## src/rtl/data_cache.sv

```systemverilog
// Direct-mapped, write-back, one-word-per-line data cache between the MEM stage and a
// ready-handshaked data memory. Misses stall the core while the FSM writes back and refills.
module data_cache #(
  parameter int unsigned XLEN  = 32,
  parameter int unsigned LINES = 8
) (
  input  logic            clk,
  input  logic            rst_b,
  input  logic [XLEN-1:0] cpu_addr,
  input  logic [3:0][7:0] cpu_wdata,
  input  logic            cpu_read,
  input  logic            cpu_write,
  output logic [3:0][7:0] cpu_rdata,
  output logic            stall,
  output logic            reg_write_enable_cache,
  output logic [XLEN-1:0] mem_addr_o,
  output logic [XLEN-1:0] mem_wdata_o,
  output logic            mem_read_o,
  output logic            mem_write_o,
  input  logic            mem_ready_i,
  input  logic [XLEN-1:0] mem_rdata_i
);

  localparam int unsigned IDXW = $clog2(LINES);
  localparam int unsigned TAGW = XLEN - IDXW - 2;

  localparam logic [1:0] StIdle      = 2'd0;
  localparam logic [1:0] StWriteback = 2'd1;
  localparam logic [1:0] StRefill    = 2'd2;
  localparam logic [1:0] StDone      = 2'd3;

  logic [1:0]       state_q, state_d;
  logic [LINES-1:0] valid_q;
  logic [LINES-1:0] dirty_q;
  logic [TAGW-1:0]  tag_q  [LINES];
  logic [XLEN-1:0]  data_q [LINES];

  logic [IDXW-1:0] idx;
  logic [TAGW-1:0] tag;
  logic            hit;
  logic            victim_dirty;
  logic            is_write;
  logic            is_read;
  logic            store_we;
  logic            fill_we;
  logic            clean_we;
  logic [1:0]      unused_addr_bits;

  assign idx              = cpu_addr[IDXW+1:2];
  assign tag              = cpu_addr[XLEN-1:IDXW+2];
  assign unused_addr_bits = cpu_addr[1:0];
  assign hit              = valid_q[idx] && (tag_q[idx] == tag);
  assign victim_dirty     = valid_q[idx] && dirty_q[idx];
  // A simultaneous read and write is a store.
  assign is_write         = cpu_write;
  assign is_read          = cpu_read && !cpu_write;

  always_comb begin
    state_d                = state_q;
    stall                  = 1'b0;
    reg_write_enable_cache = 1'b0;
    cpu_rdata              = '0;
    mem_addr_o             = '0;
    mem_wdata_o            = '0;
    mem_read_o             = 1'b0;
    mem_write_o            = 1'b0;
    store_we               = 1'b0;
    fill_we                = 1'b0;
    clean_we               = 1'b0;

    unique case (state_q)
      StIdle: begin
        if (is_write || is_read) begin
          if (hit) begin
            if (is_write) begin
              store_we = 1'b1;
            end else begin
              cpu_rdata = data_q[idx];
            end
          end else if (victim_dirty) begin
            stall   = 1'b1;
            state_d = StWriteback;
          end else if (is_write) begin
            store_we = 1'b1;
          end else begin
            stall   = 1'b1;
            state_d = StRefill;
          end
        end
      end
      StWriteback: begin
        stall       = 1'b1;
        mem_write_o = 1'b1;
        mem_addr_o  = {tag_q[idx], idx, 2'b00};
        mem_wdata_o = data_q[idx];
        if (mem_ready_i) begin
          clean_we = 1'b1;
          state_d  = is_write ? StDone : StRefill;
        end
      end
      StRefill: begin
        stall      = 1'b1;
        mem_read_o = 1'b1;
        mem_addr_o = {cpu_addr[XLEN-1:2], 2'b00};
        if (mem_ready_i) begin
          fill_we = 1'b1;
          state_d = StDone;
        end
      end
      StDone: begin
        state_d = StIdle;
        if (is_write) begin
          store_we = 1'b1;
        end else if (is_read) begin
          cpu_rdata              = data_q[idx];
          reg_write_enable_cache = 1'b1;
        end
      end
      default: state_d = StIdle;
    endcase

    // Reset is immediate: quiet every output and block any pending line update.
    if (rst_b) begin
      state_d                = StIdle;
      stall                  = 1'b0;
      reg_write_enable_cache = 1'b0;
      cpu_rdata              = '0;
      mem_addr_o             = '0;
      mem_wdata_o            = '0;
      mem_read_o             = 1'b0;
      mem_write_o            = 1'b0;
      store_we               = 1'b0;
      fill_we                = 1'b0;
      clean_we               = 1'b0;
    end
  end

  always_ff @(posedge clk or posedge rst_b) begin
    if (rst_b) begin
      state_q <= StIdle;
      valid_q <= '0;
      dirty_q <= '0;
    end else begin
      state_q <= state_d;
      if (store_we) begin
        valid_q[idx] <= 1'b1;
        dirty_q[idx] <= 1'b1;
      end else if (fill_we) begin
        valid_q[idx] <= 1'b1;
        dirty_q[idx] <= 1'b0;
      end else if (clean_we) begin
        dirty_q[idx] <= 1'b0;
      end
    end
  end

  // Tag and data need no reset; valid bits qualify them.
  always_ff @(posedge clk) begin
    if (store_we) begin
      tag_q[idx]  <= tag;
      data_q[idx] <= cpu_wdata;
    end else if (fill_we) begin
      tag_q[idx]  <= tag;
      data_q[idx] <= mem_rdata_i;
    end
  end

endmodule

```

## config.mk

```make
export PLATFORM = sky130hd
export DESIGN_NAME = data_cache
export DESIGN_NICKNAME = d
export VERILOG_FILES = /design/src/rtl/data_cache.sv
export SDC_FILE = /design/constraint.sdc
export NUM_CORES = 1
export LEC_CHECK = 0
export BUFFER_PORTS_ARGS = -buffer_cell sky130_fd_sc_hd__buf_2
export CAP_MARGIN = 20
export CORE_AREA = 2 2 203 205
export DETAILED_ROUTE_END_ITERATION = 6
export DIE_AREA = 0 0 205 207
export PLACE_DENSITY = 0.72
export SETUP_SLACK_MARGIN = 0.5
export SYNTH_ARGS = -nofsm -noshare
export SYNTH_HDL_FRONTEND = slang
export SYNTH_SLANG_ARGS = --single-unit
```

## constraint.sdc

```tcl
create_clock -name clk -period 4.3 [get_ports clk]
set_input_delay 0.86 -clock clk [delete_from_list [all_inputs] [get_ports clk]]
set_output_delay 0.86 -clock clk [all_outputs]
set_load 0.02 [all_outputs]
```

==> results of run 1 <==
-- cell usage in the layout (no fill, tap or decap), types with 7 or more instances in the layout --
cell type and instances:
nor2_2 19, and4_1 8, a221oi_2 12, buf_12 38, clkbuf_16 51, xnor2_1 9, o21ai_0 9, a21oi_1 27
and2_1 8, nor3_1 7, inv_1 7, and2_4 10, edfxtp_1 472, a22oi_1 80, clkinv_1 9, a221oi_1 11
buf_2 170, buf_4 116, a22o_1 33, o22ai_1 9, buf_6 29, nor2_4 29, mux2_4 34, nor2_1 65
a21o_1 11, and3_4 7, mux2i_1 59, nand2_1 30, mux4_2 32, dfrtp_1 18, mux2_2 18, clkinv_2 9
buf_16 7, xor2_1 8, clkbuf_1 14
-- worst paths after layout --
kind                                              end  slack, ns  cells past startpoint
max reg2reg                    data_q[6][6]$_DFFE_PP_       0.74                     12
min                            valid_q[4]$_DFFE_PP0P_       0.46                      1
max                                     cpu_rdata[30]      -0.43                     14
min reg2reg                    valid_q[4]$_DFFE_PP0P_       0.46                      1
min in group asynchronous      state_q[0]$_DFFE_PP0P_       0.48                      3
max in group asynchronous  asynchronous set/reset pin       3.60                      3
-- layout make-up --
| cell class | instances | area (um^2) | share of cell area [%] |
|---|---|---|---|
| flip-flops and latches | 490 | 14620 | 56.90 |
| multi-input cells | 623 | 5722 | 22.26 |
| repair buffers | 367 | 3127 | 12.17 |
| clock buffers | 63 | 1279 | 4.975 |
| well taps | 532 | 665.6 | 2.590 |
| clock inverters | 27 | 241.5 | 0.9395 |
| inverters | 8 | 33.78 | 0.1314 |
| diodes | 4 | 10.01 | 0.03894 |
-- flip-flops by register name (all words and copies together), names as in the netlist, named ones only --
register  flops
tag_q       216
valid_q       8
state_q       2
data_q      256
-- report_power, final --
| group | total [mW] | internal (mW) | switching [mW] | leakage, nW |
|---|---|---|---|---|
| registers | 5.64 | 5.56 | 0.0890 | 4.46 |
| clock network | 4.09 | 2.34 | 1.75 | 0.744 |
| logic | 1.98 | 0.784 | 1.20 | 4.09 |
| total | 11.7 | 8.68 | 3.03 | 9.30 |
-- through the flow --
stage               instance area, um^2  setup slack [ns]
global route                      25690           -0.5044
finish                            25700           -0.4306
detailed placement                23060           -0.6676
global placement                  23060           -0.6081
floorplan                         20360           0.02927
CTS                               25330           -0.3540
-- logic make-up (layout without fill, tap and decap cells) --
| family | count (synthesis) | after routing | share of synthesized area (%) |
|---|---|---|---|
| compound gates | 223 | 223 | 8.448 |
| simple gates | 221 | 221 | 5.229 |
| other cells | 1 | 6 | 0.01881 |
| buf+inv | 79 | 465 | 1.789 |
| xor+xnor | 21 | 21 | 0.9227 |
| mux | 151 | 151 | 9.917 |
| fa+ha+maj | 5 | 5 | 0.3138 |
| flops | 490 | 490 | 73.36 |
-- critical path: stages --
cell     delay [ns]
buf_16         0.13
buf_16         0.15
mux4_2         0.50
mux2_4         0.31
xnor2_2        0.16
buf_4          0.16
nand4_1        0.15
nor4_4         0.36
nand3_4        0.11
a211o_4        0.46
buf_6          0.18
buf_16         0.13
nor2_4         0.08
buf_6          0.12
-- synth_stat cells, types with 4 or more instances --
| master | count |
|---|---|
| edfxtp_1 | 472 |
| nor2_1 | 112 |
| a22oi_1 | 81 |
| mux2i_1 | 67 |
| clkbuf_1 | 39 |
| a22o_1 | 33 |
| mux4_2 | 32 |
| a21oi_1 | 30 |
| mux2_1 | 30 |
| nand2_1 | 30 |
| a221oi_1 | 23 |
| mux2_2 | 22 |
| and2_1 | 18 |
| buf_2 | 18 |
| dfrtp_1 | 18 |
| and3_1 | 13 |
| xnor2_1 | 13 |
| a21o_1 | 11 |
| nor2b_1 | 11 |
| o22ai_1 | 10 |
| nor3_1 | 9 |
| o21ai_0 | 9 |
| and4_1 | 8 |
| xor2_1 | 8 |
| buf_1 | 7 |
| inv_1 | 7 |
| a2bb2oi_1 | 5 |
| ha_1 | 5 |
| nand4_1 | 5 |
| a221o_1 | 4 |
| buf_4 | 4 |
| nand3_1 | 4 |
-- what timing repair did --
item / in CTS / in global routing
pin swaps: 21 / 12
buffers inserted: 13 / 5
gates resized for setup: 125 / 97
cloned: 5 / 2
endpoints found under the setup margin: 785 / 262
-- routing by layer --
metal  routed length, um  global-route usage [%]
met1               20370                   32.16
met2               25960                   40.37
met3                4203                   4.563
met4                1220                   7.542
met5                   0                       0
==> metrics.yaml, run 1 <==
status:
  status: "finished, violations left"
  violations: "negative setup slack"
sta:
  drv_slew: 0
  setup_viol: 33
  max_freq_mhz: 211.4
  tightestPinTransition_ns: 0.6197
  rsz0062_at_grt: "yes"
  hold_viol_final: 0
  tns_ns: -11.46
  timing.hold.ws_ns: 0.4570
  finalClockSkew_ns: 0.01995
  slew_headroom_pct: 58.68
  min_period_ns: 4.731
  fin_ws_ns: -0.4306
  finalCritPeriodShare_pct: 110.0
pwr:
  power_density_mw_per_mm2: 455.8
  p_leak_nw: 9.296
  vdd_drop_max_mv: 0.3506
  power_mw: 11.72
clock_network:
  clkLatencyLatePin_ns: 0.57
  h-tree-depth: 2
  cts_max_path_buffers: 3
  ctsHoldBuffers: 0
  cts_buffers: 48
  clk_pin_slew_worst_paths_ns: 0.06
  cts_tree: "built"
  clkSinkCount: 490
  cts-root-buf: "clkbuf_16"
final_layout:
  fin_nets: 1644
  fin_util_pct: 63.67
  fillCellCount: 2838
  final_cells: 2114
  final_layout_size_suffix_gt1_share_pct: 40.37
  syn_to_final_growth_pct: 28.94
flow_run:
  drv_cap: 0
grt:
  grt-ovfl-total: 0
  grt_use_total_pct: 24.16
  grt_pass1_vias: 12510
  grt_max_degree: 33
  antenna_found_initial: 3
  grt_pass1_wl_mm: 76.32
routing:
  drcViolationCount: 0
  wl_mm: 51.75
  drt-initial-drc-count: 991
  wire_per_inst_um: 24.48
  vias: 12470
  ant_nets: 0
  via_per_inst: 5.898
  firstDrtPassIters: 5
synthesis:
  ys_types: 55
  synth_top_area_share_pct: 71.10
  netlist_area_mm2: 0.01993
  synth.avg_cell_area_um2: 16.74
  ys_ff_latch: 490
  synth_async_sr_flop_share_pct: 3.673
  yosysSeqAreaShare_pct: 73.36
  ys_warn_count: 0
  synth-edff-count: 472
  synth_area_leaders: "edfxtp_1 71%, mux4_2 3.6%, mux2i_1 3.4%"
  syn_inst: 1191
  ys_dominant_reg_cell: "edfxtp_1"
  synth_top_area_cell: "edfxtp_1"
critical_path:
  startpoint: "cpu_addr[2]"
  critPathMaxFanout: 7
  required_ns: 3.44
  path_class: "in -> out"
  worstSetupEndpointType: "output pin"
  worst_setup_path_start_kind: "input pin"
  worstPathArrival_ns: 3.87
  rr_startpoint: "tag_q[7][23]$_DFFE_PP_"
placed_design:
  finalWeightedCongestion: 0.8495
  place_inst: 1995
  hpwl_mm: 30.85
  port-buffer-count: 196
floorplan:
  initial_core_util_pct: 49.38
  std_cell_rows: 74
  io_pins: 201
  dieArea_mm2: 0.04244
  core_mm2: 0.04037
  die_h_um: 207
  die_w_um: 205
hold_path:
  hp-class: "reg -> reg"
  hold_path.startpoint: "valid_q[4]$_DFFE_PP0P_"
Note: power is estimated with default switching activity, not from simulation.
==> run 2, diff against run 1 <==
==> constraint.sdc (replaced) <==
create_clock -name clk -period 4.3 [get_ports clk]
set_input_delay 0.86 -clock clk [delete_from_list [all_inputs] [get_ports clk]]
set_output_delay 0.86 -clock clk [all_outputs]
set_load 0.005 [all_outputs]
==> run 2 against run 1 <==
Net effect: the flow finishes with violations (design-rule violations, negative setup slack); hold slack worse by 0.18 ns; fmax grew 3.3%; utilization increased by 0.068 points; sequential share of layout area down 0.061 points; first-iteration DRC count grew 43%; register-to-register slack lost 0.72 ns; via count rose by 1.5%; critical path type unchanged; largest power group unchanged.
==> metrics.yaml, run 2 (synthesized netlist as in run 1, its figures left out) <==
status:
  status: "finished, violations left"
  violations: "design-rule violations, negative setup slack"
sta:
  max_freq_mhz: 218.4  # +3.3%
  setup_viol: 34  # +3.0%
  finalClockSkew_ns: 0.01852  # -0.001435 ns
  min_period_ns: 4.579  # -0.1512 ns
  finalCritPeriodShare_pct: 106.5  # -3.5 points
  tns_ns: -8.234  # +3.226 ns
  rsz0062_at_grt: "yes"
  hold_viol_final: 0  # unchanged
  slew_headroom_pct: 58.21  # -0.48 points
  drv_slew: 0  # unchanged
  tightestPinTransition_ns: 0.6254  # +0.005622 ns
  fin_ws_ns: -0.2794  # +0.1512 ns
grt:
  grt_use_total_pct: 23.64  # -0.52 points
  grt-ovfl-total: 0  # unchanged
  grt_pass1_wl_mm: 74.89  # -1.9%
  grt_pass1_vias: 12300  # -1.7%
  grt_max_degree: 33  # unchanged
  antenna_found_initial: 0  # -3
critical_path:
  rr_startpoint: "tag_q[6][23]$_DFFE_PP_"
  worstPathArrival_ns: 3.72  # -0.15 ns
  path_class: "in -> out"
  required_ns: 3.44  # about the same
  worst_setup_path_start_kind: "input pin"
  critPathMaxFanout: 23  # +16
  startpoint: "cpu_addr[3]"
  worstSetupEndpointType: "output pin"
final_layout:
  syn_to_final_growth_pct: 29.07
  fin_nets: 1683  # +2.4%
  final_layout_size_suffix_gt1_share_pct: 38.11  # -2.3 points
  regMostFlops: "data_q"
  mostFrequentLayoutCells: "472 x edfxtp_1, 192 x buf_2, 123 x buf_4"
  largest_register_ffs: 256  # unchanged
  largestRegisters: "data_q (256), tag_q (216), valid_q (8)"
  final_common_cell: "edfxtp_1"
  antennaDiodeCount: 0  # -4
clock_network:
  cts-root-buf: "clkbuf_16"
  ctsHoldBuffers: 0  # unchanged
  cts_max_path_buffers: 3  # unchanged
  cts_tree: "built"
  clk_pin_slew_worst_paths_ns: 0.06  # about the same
  clkLatencyLatePin_ns: 0.56  # about the same
  clkSinkCount: 490  # unchanged
  h-tree-depth: 2  # unchanged
  cts_buffers: 48  # unchanged
pwr:
  p_leak_nw: 9.479  # +2.0%
  power_mw: 11.73  # +0.11%
  vdd_drop_max_mv: 0.3048  # -13%
  power_density_mw_per_mm2: 455.8  # about the same
routing:
  via_per_inst: 5.908  # +0.16%
  ant_nets: 0  # unchanged
  drt-initial-drc-count: 1413  # +43%
  drcViolationCount: 4  # +4
  firstDrtPassIters: 7  # +2
  wl_mm: 53.40  # +3.2%
  wire_per_inst_um: 24.92  # +1.8%
  vias: 12660  # +1.5%
floorplan:
  initial_core_util_pct: 49.38  # unchanged
  dieArea_mm2: 0.04244  # unchanged
  std_cell_rows: 74  # unchanged
  io_pins: 201  # unchanged
  die_w_um: 205  # unchanged
  die_h_um: 207  # unchanged
  core_mm2: 0.04037  # unchanged
flow_run:
  drv_cap: 0  # unchanged
placed_design:
  hpwl_mm: 30.80  # -0.17%
  finalWeightedCongestion: 0.8462  # -0.39%
  port-buffer-count: 196  # unchanged
hold_path:
  hp-class: "in -> async"
==> run 2: changes by cell type in the layout (fill, tap and decap cells not counted), moves of 5 or more <==
cell       delta
a221oi_2      -5
and3_1        +5
buf_4         +7
mux2i_1       +6
nor2_4       -18
buf_2        +22
nor2_1       +31
a221oi_1      +5
nor2_2       -13
buf_16        -6
clkbuf_16    +14
==> run 2: worst max-delay path, cell delays in order <==
cell and delay, ns:
buf_6 0.16, buf_12 0.15, mux2_2 0.32, a221o_1 0.36, a21oi_2 0.18, xor2_1 0.19
nand4_1 0.14, nor4_2 0.31, nand3_1 0.18, a211o_4 0.39, buf_12 0.19, nor2_4 0.12
buf_2 0.11
==> run 2: what timing repair did <==
action / 4_1_cts / 5_1_grt
gates resized for setup: 31 / 128
gates cloned: 1 / 19
hold endpoints to repair: 0 / 0
buffers inserted: 20 / 15
setup endpoints to repair: 795 / 764
pin swaps: 6 / 18
==> run 2: report_power, final <==
group	switching (mW)	total, mW	internal [mW]
Combinational	1.12	1.94	0.822
Clock	1.71	4.14	2.43
Sequential	0.0894	5.64	5.56
Total	2.92	11.7	8.81
==> run 2: cell type report <==
class / instances / area (um^2)
multi-input cells: 623 / 5393
repair buffers: 406 / 3491
inverters: 8 / 30.03
clock buffers: 60 / 1267
clock inverters: 24 / 259.0
flip-flops and latches: 490 / 14620
well taps: 532 / 665.6
fillers: 2819 / 14640
==> run 2: path summary, 6_finish.rpt <==
| kind | slack, ns | cells past startpoint | to |
|---|---|---|---|
| setup / recovery | -0.28 | 13 | cpu_rdata[16] |
| hold / removal | 0.28 | 2 | state_q[0]$_DFFE_PP0P_ |
| setup reg to reg | 0.02 | 24 | state_q[0]$_DFFE_PP0P_ |
| hold reg to reg | 0.46 | 1 | valid_q[2]$_DFFE_PP0P_ |
| max in group asynchronous | 3.54 | 3 | valid_q[5]$_DFFE_PP0P_ |
| min in group clk | 0.46 | 1 | valid_q[2]$_DFFE_PP0P_ |
==> run 2: layer usage <==
metal  vias up  track usage, %  share of wire [%]
li1       5525               -                  -
met1      6379           33.38                 40
met2       642           38.39                 49
met3       114           3.446                8.0
met4         0           6.971                2.6
met5         -               0                  0
==> run 2: through the flow <==
stage               setup slack [ns]  cell area [um^2]  util (%)  hold WS, ns  std cells
finish                       -0.2794             25730     63.74       0.2815       2143
detailed placement           -0.6153             22880     56.67       0.4454       2004
CTS                          -0.2458             24730     61.25       0.2401       2109
global placement             -0.5338             22880     56.67       0.4381       2004
global route                 -0.4356             25730     63.74       0.2749       2143
floorplan                     0.1190             20170         -       0.4271       1192
